### src/rtl/ring_mem_port.sv
// ring_mem_port: core-side initiator for the ring memory protocol (one line request at a time).
// Latency: ADDR goes out in the TOKEN slot; write words follow in the next usable slots, then TOKEN is re-injected.
// Backpressure: req_ready only in IDLE; ring slots are taken only when EMPTY or an own slot returns; read data is never stalled.
//
// Ports:
//   clk, reset                    clock, asynchronous active-high reset
//   slot_*_in / slot_*_out        upstream ring slot in, downstream slot out (combinational, ring register is external)
//   mc_dest / mc_count / mc_data  memory-controller read-data bus tap (mc_dest==0 means idle bus)
//   req_valid/req_write/req_line  line request from the cache miss logic, req_ready handshake
//   wr_idx / wr_data              write-back word select and the word the cache presents for it
//   rd_valid / rd_idx / rd_data   registered strobe carrying each returned read word
//   done                          one-cycle pulse when the transaction is complete

module ring_mem_port #(
   parameter int CORENUM     = 1,
   parameter int TSIZE       = 4,
   parameter int SSIZE       = 4,
   parameter int NBWORDS     = 3,
   parameter int NBCACHELINE = 27
) (
   input  logic                   clk,
   input  logic                   reset,

   input  logic [TSIZE-1:0]       slot_type_in,
   input  logic [SSIZE-1:0]       slot_source_in,
   input  logic [31:0]            slot_data_in,
   output logic [TSIZE-1:0]       slot_type_out,
   output logic [SSIZE-1:0]       slot_source_out,
   output logic [31:0]            slot_data_out,

   input  logic [SSIZE-1:0]       mc_dest,
   input  logic [NBWORDS-1:0]     mc_count,
   input  logic [31:0]            mc_data,

   input  logic                   req_valid,
   input  logic                   req_write,
   input  logic [NBCACHELINE-1:0] req_line,
   output logic                   req_ready,

   output logic [NBWORDS-1:0]     wr_idx,
   input  logic [31:0]            wr_data,

   output logic                   rd_valid,
   output logic [NBWORDS-1:0]     rd_idx,
   output logic [31:0]            rd_data,
   output logic                   done
);

   // Slot type encodings shared with the rest of the ring.
   localparam logic [TSIZE-1:0] ST_EMPTY = TSIZE'(0);
   localparam logic [TSIZE-1:0] ST_TOKEN = TSIZE'(1);
   localparam logic [TSIZE-1:0] ST_ADDR  = TSIZE'(2);
   localparam logic [TSIZE-1:0] ST_WDATA = TSIZE'(3);

   localparam logic [SSIZE-1:0] MY_ID   = SSIZE'(CORENUM);
   localparam logic [SSIZE-1:0] NO_DEST = '0;

   // Last write word index and the read-count value meaning "whole line received".
   localparam logic [NBWORDS-1:0] CNT_LAST  = {NBWORDS{1'b1}};
   localparam logic [NBWORDS:0]   RCNT_FULL = {1'b1, {NBWORDS{1'b0}}};

   localparam logic [2:0] S_IDLE       = 3'd0;
   localparam logic [2:0] S_WAIT_TOKEN = 3'd1;
   localparam logic [2:0] S_SEND_DATA  = 3'd2;
   localparam logic [2:0] S_RELEASE    = 3'd3;
   localparam logic [2:0] S_WAIT_RDATA = 3'd4;

   // ------------------------------------------------------------------
   // State
   // ------------------------------------------------------------------
   logic [2:0]             r_state;
   logic                   r_write;
   logic [NBCACHELINE-1:0] r_line;
   logic [NBWORDS-1:0]     r_cnt;
   logic [NBWORDS:0]       r_rcnt;
   logic                   r_armed;
   logic                   r_rd_valid;
   logic [NBWORDS-1:0]     r_rd_idx;
   logic [31:0]            r_rd_data;
   logic                   r_done;

   // ------------------------------------------------------------------
   // Slot classification
   // ------------------------------------------------------------------
   logic w_own;
   logic w_usable;
   logic w_token_in;
   logic w_accept;

   // An own ADDR/WDATA slot has travelled the whole ring; it is dead and may be reused.
   assign w_own      = ((slot_type_in == ST_ADDR) || (slot_type_in == ST_WDATA)) &&
                       (slot_source_in == MY_ID);
   assign w_usable   = (slot_type_in == ST_EMPTY) || w_own;
   assign w_token_in = (slot_type_in == ST_TOKEN);

   assign req_ready  = (r_state == S_IDLE) && !reset;
   assign w_accept   = req_valid && req_ready;

   // ------------------------------------------------------------------
   // Next-state logic
   // ------------------------------------------------------------------
   logic [2:0]         w_state_nxt;
   logic [NBWORDS-1:0] w_cnt_nxt;
   logic               w_finish;   // transaction ends this cycle, done pulses next
   logic               w_arm_now;  // read capture starts in the token cycle itself
   logic               w_capture;

   always_comb begin
      w_state_nxt = r_state;
      w_cnt_nxt   = r_cnt;
      w_finish    = 1'b0;
      w_arm_now   = 1'b0;
      case (r_state)
         S_IDLE: begin
            if (w_accept) begin
               w_state_nxt = S_WAIT_TOKEN;
            end
         end
         S_WAIT_TOKEN: begin
            if (w_token_in) begin
               w_state_nxt = r_write ? S_SEND_DATA : S_RELEASE;
               w_arm_now   = !r_write;
            end
         end
         S_SEND_DATA: begin
            if (w_usable) begin
               w_cnt_nxt = r_cnt + 1'b1;
               if (r_cnt == CNT_LAST) begin
                  w_state_nxt = S_RELEASE;
               end
            end
         end
         S_RELEASE: begin
            if (w_usable) begin
               // A fast memory controller may have returned the whole line already.
               if (r_write || (r_rcnt == RCNT_FULL)) begin
                  w_state_nxt = S_IDLE;
                  w_finish    = 1'b1;
               end else begin
                  w_state_nxt = S_WAIT_RDATA;
               end
            end
         end
         S_WAIT_RDATA: begin
            if (r_rcnt == RCNT_FULL) begin
               w_state_nxt = S_IDLE;
               w_finish    = 1'b1;
            end
         end
         default: begin
            w_state_nxt = S_IDLE;
         end
      endcase
   end

   // mc_dest==0 is the idle bus value and can never address a core.
   assign w_capture = (r_armed || w_arm_now) &&
                      (mc_dest == MY_ID) && (mc_dest != NO_DEST);

   // ------------------------------------------------------------------
   // Sequential state
   // ------------------------------------------------------------------
   always_ff @(posedge clk or posedge reset) begin
      if (reset) begin
         r_state    <= S_IDLE;
         r_write    <= 1'b0;
         r_line     <= '0;
         r_cnt      <= '0;
         r_rcnt     <= '0;
         r_armed    <= 1'b0;
         r_rd_valid <= 1'b0;
         r_rd_idx   <= '0;
         r_rd_data  <= '0;
         r_done     <= 1'b0;
      end else begin
         r_state    <= w_state_nxt;
         r_done     <= w_finish;
         r_rd_valid <= w_capture;

         if (w_accept) begin
            r_write <= req_write;
            r_line  <= req_line;
         end

         if (w_capture) begin
            r_rd_idx  <= mc_count;
            r_rd_data <= mc_data;
         end

         if (w_finish) begin
            r_cnt   <= '0;
            r_rcnt  <= '0;
            r_armed <= 1'b0;
         end else begin
            r_cnt <= w_cnt_nxt;
            if (w_capture) begin
               r_rcnt <= r_rcnt + 1'b1;
            end
            if (w_arm_now) begin
               r_armed <= 1'b1;
            end
         end
      end
   end

   // ------------------------------------------------------------------
   // Outgoing slot
   // ------------------------------------------------------------------
   logic [31:0] w_addr_word;

   // ADDR payload: line address in the low bits, write flag just above it.
   always_comb begin
      w_addr_word                    = '0;
      w_addr_word[NBCACHELINE]       = r_write;
      w_addr_word[NBCACHELINE-1:0]   = r_line;
   end

   always_comb begin
      // Pass-through, with dead own slots turned back into EMPTY.
      if (w_own) begin
         slot_type_out   = ST_EMPTY;
         slot_source_out = '0;
         slot_data_out   = '0;
      end else begin
         slot_type_out   = slot_type_in;
         slot_source_out = slot_source_in;
         slot_data_out   = slot_data_in;
      end

      case (r_state)
         S_WAIT_TOKEN: begin
            // The token is consumed; its slot carries our address instead.
            if (w_token_in) begin
               slot_type_out   = ST_ADDR;
               slot_source_out = MY_ID;
               slot_data_out   = w_addr_word;
            end
         end
         S_SEND_DATA: begin
            if (w_usable) begin
               slot_type_out   = ST_WDATA;
               slot_source_out = MY_ID;
               slot_data_out   = wr_data;
            end
         end
         S_RELEASE: begin
            if (w_usable) begin
               slot_type_out   = ST_TOKEN;
               slot_source_out = '0;
               slot_data_out   = '0;
            end
         end
         default: begin
         end
      endcase
   end

   assign wr_idx   = r_cnt;
   assign rd_valid = r_rd_valid;
   assign rd_idx   = r_rd_idx;
   assign rd_data  = r_rd_data;
   assign done     = r_done;

endmodule

### config.mk
export PLATFORM = sky130hd
export DESIGN_NAME = ring_mem_port
export DESIGN_NICKNAME = d
export VERILOG_FILES = /design/src/rtl/ring_mem_port.sv
export SDC_FILE = /design/constraint.sdc
export NUM_CORES = 1
export LEC_CHECK = 0
export BUFFER_PORTS_ARGS = -buffer_cell sky130_fd_sc_hd__buf_4
export CAP_MARGIN = 20
export CELL_PAD_IN_SITES_DETAIL_PLACEMENT = 1
export CELL_PAD_IN_SITES_GLOBAL_PLACEMENT = 1
export CORE_ASPECT_RATIO = 0.7
export CORE_UTILIZATION = 29
export CTS_CLUSTER_DIAMETER = 50
export CTS_CLUSTER_SIZE = 30
export DETAILED_ROUTE_END_ITERATION = 7
export PLACE_DENSITY = 0.73
export SYNTH_ARGS = -nofsm -noshare
export SYNTH_HDL_FRONTEND = slang
export SYNTH_SLANG_ARGS = --single-unit
export TNS_END_PERCENT = 100
### constraint.sdc
create_clock -name clk -period 2.3 [get_ports clk]
set_clock_uncertainty 0.1 [all_clocks]
set_input_delay 0.23 -clock clk [delete_from_list [all_inputs] [get_ports clk]]
set_output_delay 0.23 -clock clk [all_outputs]
set_load 0.005 [all_outputs]
### Word-level counts from Yosys, hierarchy flattened

Index checks and enable logic that the tools add are counted.

| word-level totals | value |
|---|---|
| output and inout bits | 81 |
| bits of input ports | 142 |
| logic and storage cells | 86 |
| register bits | 76 |

| cells by class | value |
|---|---|
| mux-type cells | 37 |
| add/subtract/negate cells | 2 |
| equality and inequality tests | 17 |
| reduce and logical (&&, ||, !) cells | 20 |

Operators by type and width:

| cell | count |
|---|---|
| 32-bit two-way mux | 4 |
| 32-bit one-hot mux with 3 select lines | 1 |
| 4-bit two-way mux | 10 |
| 3-bit two-way mux | 10 |
| 4-bit one-hot mux with 3 select lines | 2 |
| 3-bit one-hot mux with 5 select lines | 1 |
| 4-bit by 1-bit == test with 1-bit output (second input constant) | 3 |
| 2-bit inequality test (second input constant) | 6 |
| 4-bit by 2-bit == test with 1-bit output (second input constant) | 2 |
| 1-bit two-way mux | 8 |
| 2-bit nonzero test | 4 |
| 3-bit by 2-bit == test with 1-bit output (second input constant) | 2 |
| 3-bit == test (second input constant) | 2 |
| 6-bit AND reduction | 1 |
| 1-bit logical AND | 5 |
| 4-bit by 1-bit adder with 4-bit output (second input constant) | 1 |
| 4-bit == test (second input constant) | 1 |
| 4-bit logical NOT | 1 |
| 1-bit logical OR | 4 |
| 4-bit nonzero test | 1 |
| 3-bit by 1-bit adder with 3-bit output (second input constant) | 1 |
| 3-bit by 1-bit == test with 1-bit output (second input constant) | 1 |
| 3-bit logical NOT | 1 |
| 1-bit logical NOT | 2 |
| 2 further kinds | 2 |

### Logic depth before layout (Yosys ltp)

Gate-level depths: netlist (run 1).

| depth | value |
|---|---|
| word-level depth | 8 |
| depth in mapped cells | 6 |
| depth with buffers taken out | 6 |

### Worst setup path before layout (run 1)

Ideal clock, no wire load.

| timing path | value |
|---|---|
| kind | reg2reg |
| start | reg r_state[1] |
| end | reg r_rd_data[10] (netlist: rd_data[10]) |
| setup time | 125 ps |
| stages on the path, launching flop included | 6 |
| arrival | 1,635 ps |
| data required time | 2,075 ps |
| buffers on the path | 1 |
| clock period less this slack | 1,860 ps |
| slack | 440 ps |
| cell sequence | dfrtp_1 > nor3b_2 > a31oi_2 > nor2_4 > buf_4 > mux2_2 |

| between the ends | value |
|---|---|
| cells in the longest elaborated chain, start to end | 5 |

Ends and longest elaborated chain:

| item | RTL line | source |
|---|---|---|
| from (decl) | 71 | `logic [2:0] r_state;` |
| from (signal assigned) | 176 | `r_state <= w_state_nxt;` |
| 3-bit by 1-bit == test with 1-bit output | 113 | `case (r_state)` |
| 1-bit two-way mux | 113 |  |
| 1-bit logical OR | 157 | `assign w_capture = (r_armed \|\| w_arm_now) &&` |
| 1-bit logical AND | 157 |  |
| 1-bit logical AND | 158 | `(mc_dest == MY_ID) && (mc_dest != NO_DEST);` |
| to (signal assigned) | 187 | `r_rd_data <= mc_data;` |
| to (decl) | 79 | `logic [31:0] r_rd_data;` |

Every way passes these cells.
A chain may end at the register's enable or synchronous reset.

### Final worst setup path (run 1)

| timing path | value |
|---|---|
| start | reg r_state[2] |
| end | out slot_data_out[25] |

| between the ends | value |
|---|---|
| cells in the longest elaborated chain, start to end | 2 |
| elaborated cells on any way between the ends | 4 |
| those cells by class | eq/ne: 3; mux: 1 |

Ends and longest elaborated chain:

| item | RTL line | source |
|---|---|---|
| 3-bit by 2-bit == test with 1-bit output or 3-bit by 1-bit == test with 1-bit output (tied branches) | 230 | `case (r_state)` |
| 32-bit one-hot mux with 3 select lines (*) | 230 |  |
| to (decl) | 29 | `output logic [31:0] slot_data_out,` |

Mark *: on every way between the ends. The rest lies on a longest branch, timed or not.

==> results of run 1 <==
[layout make-up]
cell class | instances | area [µm²]
Sequential cell | 76 | 1900
Timing Repair Buffer | 245 | 1950
Inverter | 5 | 20.0
Multi-Input combinational cell | 202 | 1800
Fill cell | 1380 | 6430
Clock inverter | 6 | 95.1
Clock buffer | 10 | 229
Tap cell | 162 | 203
[routing by layer]
metal / vias up / track usage / share of wire
li1: 1640 / - / -
met1: 1727 / 0.210 / 0.42
met2: 151 / 0.322 / 0.48
met3: 9 / 0.0858 / 0.099
met4: 0 / 0.0436 / 0.0084
met5: - / 0 / 0
[repair_timing]
item / 4_1_cts / 5_1_grt
endpoints found under the setup margin: 35 / 34
hold buffers: 1 / 0
gates cloned: 0 / 4
pin swaps: 1 / 6
endpoints found under the hold margin: 33 / 0
setup buffers: 4 / 1
gates resized for setup: 4 / 4
[power breakdown]
part	total [mW]	internal [mW]	switching (mW)
Combinational	1.10	0.675	0.422
Clock	1.55	0.963	0.585
Sequential	1.75	1.60	0.149
[logic make-up after synthesis]
kind of cell | after synthesis | synth area share
buffers and inverters | 27 | 0.0374
flip-flops | 76 | 0.498
adder cells (fa/ha/maj) | 4 | 0.0131
AO/OA/AOI/OAI | 60 | 0.137
AND/OR/NAND/NOR | 74 | 0.126
multiplexers | 64 | 0.189
[registers in the layout (all words and copies together), names as in the netlist]
signal    count
r_state       3
wr_idx        3
rd_idx        3
rd_valid      1
r_armed       1
done          1
r_write       1
r_line       27
rd_data      32
r_rcnt        4
[worst paths after layout]
path	to	slack, ns	cells after the start
max	slot_data_out[25]	0.05	7
min in group asynchronous	wr_idx[0]	0.45	3
max reg2reg	r_rcnt[3]	0.20	7
min reg2reg	rd_data[29]	0.39	1
max in group asynchronous	rd_data[27]	1.00	4
min	rd_data[29]	0.02	2
[metrics by stage]
stage	instance area, µm²	setup slack [ns]	std cells	hold slack [ns]	utilization
2_1_floorplan	3820	0.0317	305	0.265	-
3_3_place_gp	5720	0.186	680	0.263	0.453
3_5_place_dp	5720	0.100	680	0.280	0.453
4_1_cts	6100	0.0161	701	0.00132	0.483
5_1_grt	6200	-0.0251	706	0.00577	0.491
6_report	6200	0.0486	706	0.0157	0.491
[cell usage after synthesis, types with 2 or more instances]
library cell and instances:
nor3b_1 2, nand2_1 6, nand2b_1 4, or2_2 2, nand3_1 5, a21oi_1 8, clkbuf_1 10, or4_1 2
buf_6 3, mux2_2 59, a211o_1 2, o21ai_0 6, dfrtp_1 76, a22o_1 4, buf_4 3, nor2_1 9
nor2_4 2, ha_1 4, a221o_1 28, inv_1 5, mux2_1 5, and3_1 29, o31ai_1 2, buf_2 6
[critical path, cell delays in order, from the launching register on]
cell and delay (ns):
dfrtp_2 0.44, nand2b_4 0.17, or2_4 0.15, nor2_4 0.04
buf_12 0.13, clkbuf_16 0.16, a221o_1 0.35, buf_4 0.14
==> flow_summary.toml, run 1 <==
[timing]
final-max-slew-violation-count = 0
rsz0062_at_grt = "yes"
worstMarginPinSlew_ns = 0.661
setup_tns_ns = 0
fmax_mhz = 444
min_period_over_period = 0.979
finalSetupViolations = 0
relSlewSlack = 0.559
finalHoldViolations = 0
period_minus_slack_ns = 2.25

[run_status]
status = "finished, violations left"
violations = "DRC"

[pwr]
finalPower_mw = 4.40
leakagePower_nw = 3.27
ir_drop_v = 0.000471
p_per_area_mw_per_mm2 = 709

[cts]
clkLatencyLatePin_ns = 0.33
cts_tree = "built"
cts_buffers = 9
htree_levels = 3
clock-sinks = 76
clockBufferDepth = 2
cts-root-buf = "clkbuf_16"
cts.clk_slew.worst_paths_ns = 0.06

[setup_path]
crit_start = "r_state[2]"
crit_required_ns = 1.97
crit_type = "flip-flop to primary output"
start_kind = "flip-flop"
cp-end-kind = "primary output"
cp_max_fo = 8
worstPathArrival_ns = 1.92
r2r_start = "r_state[1]"

[logic_synthesis]
synth_top_cell_by_area = "dfrtp_1"
ys_types = 47
syn-num-nets = 451
syn_area_mm2 = 0.00382
netlist_instances = 305
synth_flop_cell = "dfrtp_1"
syn_area_per_cell_um2 = 12.5
synth_top_area_frac = 0.498
async_flop_share = 1.00
synth_edf_count = 0
yosysSeqAreaShare = 0.498
synthTopCellsByArea = "dfrtp_1 (50%), mux2_2 (17%), a221o_1 (7.3%)"
yosys_warnings = 0
synth-seq-cells = 76

[detailed_routing]
drt_iter0_markers = 97
routed_wl_um = 13100
viasPerCell = 5.00
vias = 3527
first_pass_iters = 7
drc = 17
post_drt_wl_per_cell_um = 18.6
ant_nets = 0

[global_routing]
antenna_found_initial = 0
grt_pass1_wl_um = 20000
grt-ovfl-total = 0
grt_max_degree = 44
grt_pass1_vias = 3787
grt_usage = 0.186

[layout]
synthToLayoutAreaGrowth_pct = 62.5
layout-drive-gt1-share = 0.623
mostFrequentLayoutCells = "buf_4 (234), dfrtp_1 (74), mux2_2 (59), and3_1 (29), a221o_1 (28)"
final_nets = 685
final_common_cell = "buf_4"
antennaDiodeCount = 0

[floorplanning]
die-area_mm2 = 0.0136
fp-row-count = 34
coreArea_mm2 = 0.0126
die_y_um = 98.0
initial_utilization = 0.302
fp.dieW_um = 139
io_pins = 223

[run]
maxCapViolations = 0

[worst_hold_path]
hold_class = "primary input to flip-flop"
hp-start = "mc_data[29]"

[place]
numPortBuffers = 222
dpl.hpwl_um = 9850
gp_congestion = 0.811
No activity file was read; power rests on OpenSTA's default activity.
==> run 2: changes to the inputs <==
==> constraint.sdc (replaced) <==
create_clock -name clk -period 2.3 [get_ports clk]
set_clock_uncertainty 0.1 [all_clocks]
set_input_delay 0.115 -clock clk [delete_from_list [all_inputs] [get_ports clk]]
set_output_delay 0.115 -clock clk [all_outputs]
set_load 0.005 [all_outputs]
==> flow_summary.toml, run 2 (synthesized netlist as in run 1, its figures left out) <==
[timing]
finalHoldViolations = 0
period_minus_slack_ns = 2.22
setup_tns_ns = 0
relSlewSlack = 0.648
worstMarginPinSlew_ns = 0.528
holdWs_ns = 0.00336
finalSetupViolations = 0
min_period_over_period = 0.966
final-max-slew-violation-count = 0
rsz0062_at_grt = "no"
fmax_mhz = 450

[layout]
final_common_cell = "buf_4"
synthToLayoutAreaGrowth_pct = 76.9
mostFrequentLayoutCells = "buf_4 (230), dfrtp_1 (74), dlygate4sd3_1 (64), mux2_2 (59), and3_1 (29)"
multi_input_area_mm2 = 0.00179
seqCellArea_mm2 = 0.00190
largest_reg_flops = 32
final_nets = 742
layout-drive-gt1-share = 0.555
fill_cells = 1318
antennaDiodeCount = 0

[setup_path]
critPathTopFamily = "simple AND/OR/NAND/NOR gates"
critPathBufInv = 3
critical-path-slowest-cell = "dfrtp_2"
ff2ff_setup_slack_ns = 0.26
worstPathArrival_ns = 2.01
cp_slowest_stage_delay_ns = 0.45
start_kind = "flip-flop"
cp-end-kind = "primary output"
r2r_start = "r_state[1]"
cp_max_fo = 9
reg2reg_to = "r_rcnt[3]"
cpMostUsedCell = "buf_12"
crit_required_ns = 2.09
rr_worst_depth = 6
cp_cell_sequence = "nand2b_2 > or2_4 > nor2_4 > buf_12 > buf_12 > a221o_1 > buf_4"
crit_type = "flip-flop to primary output"

[worst_hold_path]
hp-start = "mc_dest[1]"
hold_path_end = "r_rcnt[1]"
hold_depth = 4
hold_class = "primary input to flip-flop"

[detailed_routing]
post_drt_wl_per_cell_um = 19.3
vias = 3775
drt_iter0_markers = 132
viasPerCell = 4.95
drc = 17
routed_wl_um = 14700
ant_nets = 0
first_pass_iters = 8

[place]
gp_congestion = 0.877
numPortBuffers = 222
dpl.hpwl_um = 9650

[global_routing]
grt_pass1_wl_um = 22400
grt_pass1_vias = 4160
grt_usage = 0.210
grt_max_degree = 50
grt-ovfl-total = 0
antenna_found_initial = 1

[run]
maxCapViolations = 0

[floorplanning]
die_y_um = 98.0
coreArea_mm2 = 0.0126
fp-row-count = 34
io_pins = 223
fp.dieW_um = 139
initial_utilization = 0.302
die-area_mm2 = 0.0136

[cts]
clkLatencyLatePin_ns = 0.33
htree_levels = 3
cts-root-buf = "clkbuf_16"
cts_tree = "built"
clockBufferDepth = 2
clock-sinks = 76
cts.clk_slew.worst_paths_ns = 0.06
cts_buffers = 9

[pwr]
ir_drop_v = 0.000325
p_per_area_mw_per_mm2 = 653
leakagePower_nw = 3.48

[run_status]
violations = "DRC"
status = "finished, violations left"
-- run 2: changes by cell type in the layout (fill, tap and decap cells not counted), moves of 2 or more --
cell,before,now
clkinvlp_4,0,2
clkinv_4,2,0
buf_4,234,230
dlygate4sd3_1,1,64
-- run 2: routing by layer --
layer	GRT usage	part of all wire	vias up
met2	0.368	0.50	158
li1	-	-	1744
met4	0.0581	0.0076	2
met3	0.0741	0.070	10
met5	0	0.00089	-
met1	0.242	0.42	1861
-- run 2: worst min-delay path, cell delays in order --
cell	delay, ns
buf_4	0.08
nor4b_1	0.05
nand3_1	0.08
a21oi_1	0.06
-- run 2: repair_timing --
action	CTS	global route
resized for setup	2	6
hold buffers	64	0
gates cloned	0	3
pin swaps	1	1
buffers inserted	1	1
endpoints found under the setup margin	32	34
endpoints found under the hold margin	90	0
-- run 2: layout make-up --
| cell class | instances | area share |
|---|---|---|
| flip-flops and latches | 76 | 0.282 |
| inverters | 5 | 0.00296 |
| clock buffers | 9 | 0.0333 |
| multi-input cells | 202 | 0.265 |
| repair buffers | 302 | 0.373 |
| clock inverters | 6 | 0.0132 |
| well taps | 162 | 0.0300 |
-- run 2: power by group --
part	switching [mW]	total [mW]	leakage (nW)	internal [mW]
Sequential	0.149	1.75	1.03	1.61
Clock	0.556	1.50	0.148	0.945
Combinational	0.439	1.16	2.30	0.716
Total	1.15	4.41	3.48	3.27
-- run 2: worst max-delay path by stage --
stage	start	to	slack, ns	depth (start not counted)
floorplan	reset	done	0.15	1
global placement	r_state[1]	slot_data_out[24]	0.31	6
detailed placement	r_state[1]	slot_data_out[3]	0.23	6
CTS	r_state[2]	slot_data_out[3]	0.002	6
global route	r_state[2]	slot_data_out[19]	0.0005	7
finish	r_state[2]	slot_data_out[19]	0.08	7
-- run 2: metrics by stage --
step	utilization	worst slack, ns	power, mW	cell area, µm²	instances
6_report	0.535	0.0777	4.41	6750	762
5_1_grt	0.535	0.000541	4.64	6750	762
4_1_cts	0.527	0.00151	4.41	6660	758
3_5_place_dp	0.450	0.230	2.80	5690	678
3_3_place_gp	0.450	0.311	2.74	5690	678
2_1_floorplan	-	0.147	2.28	3820	305
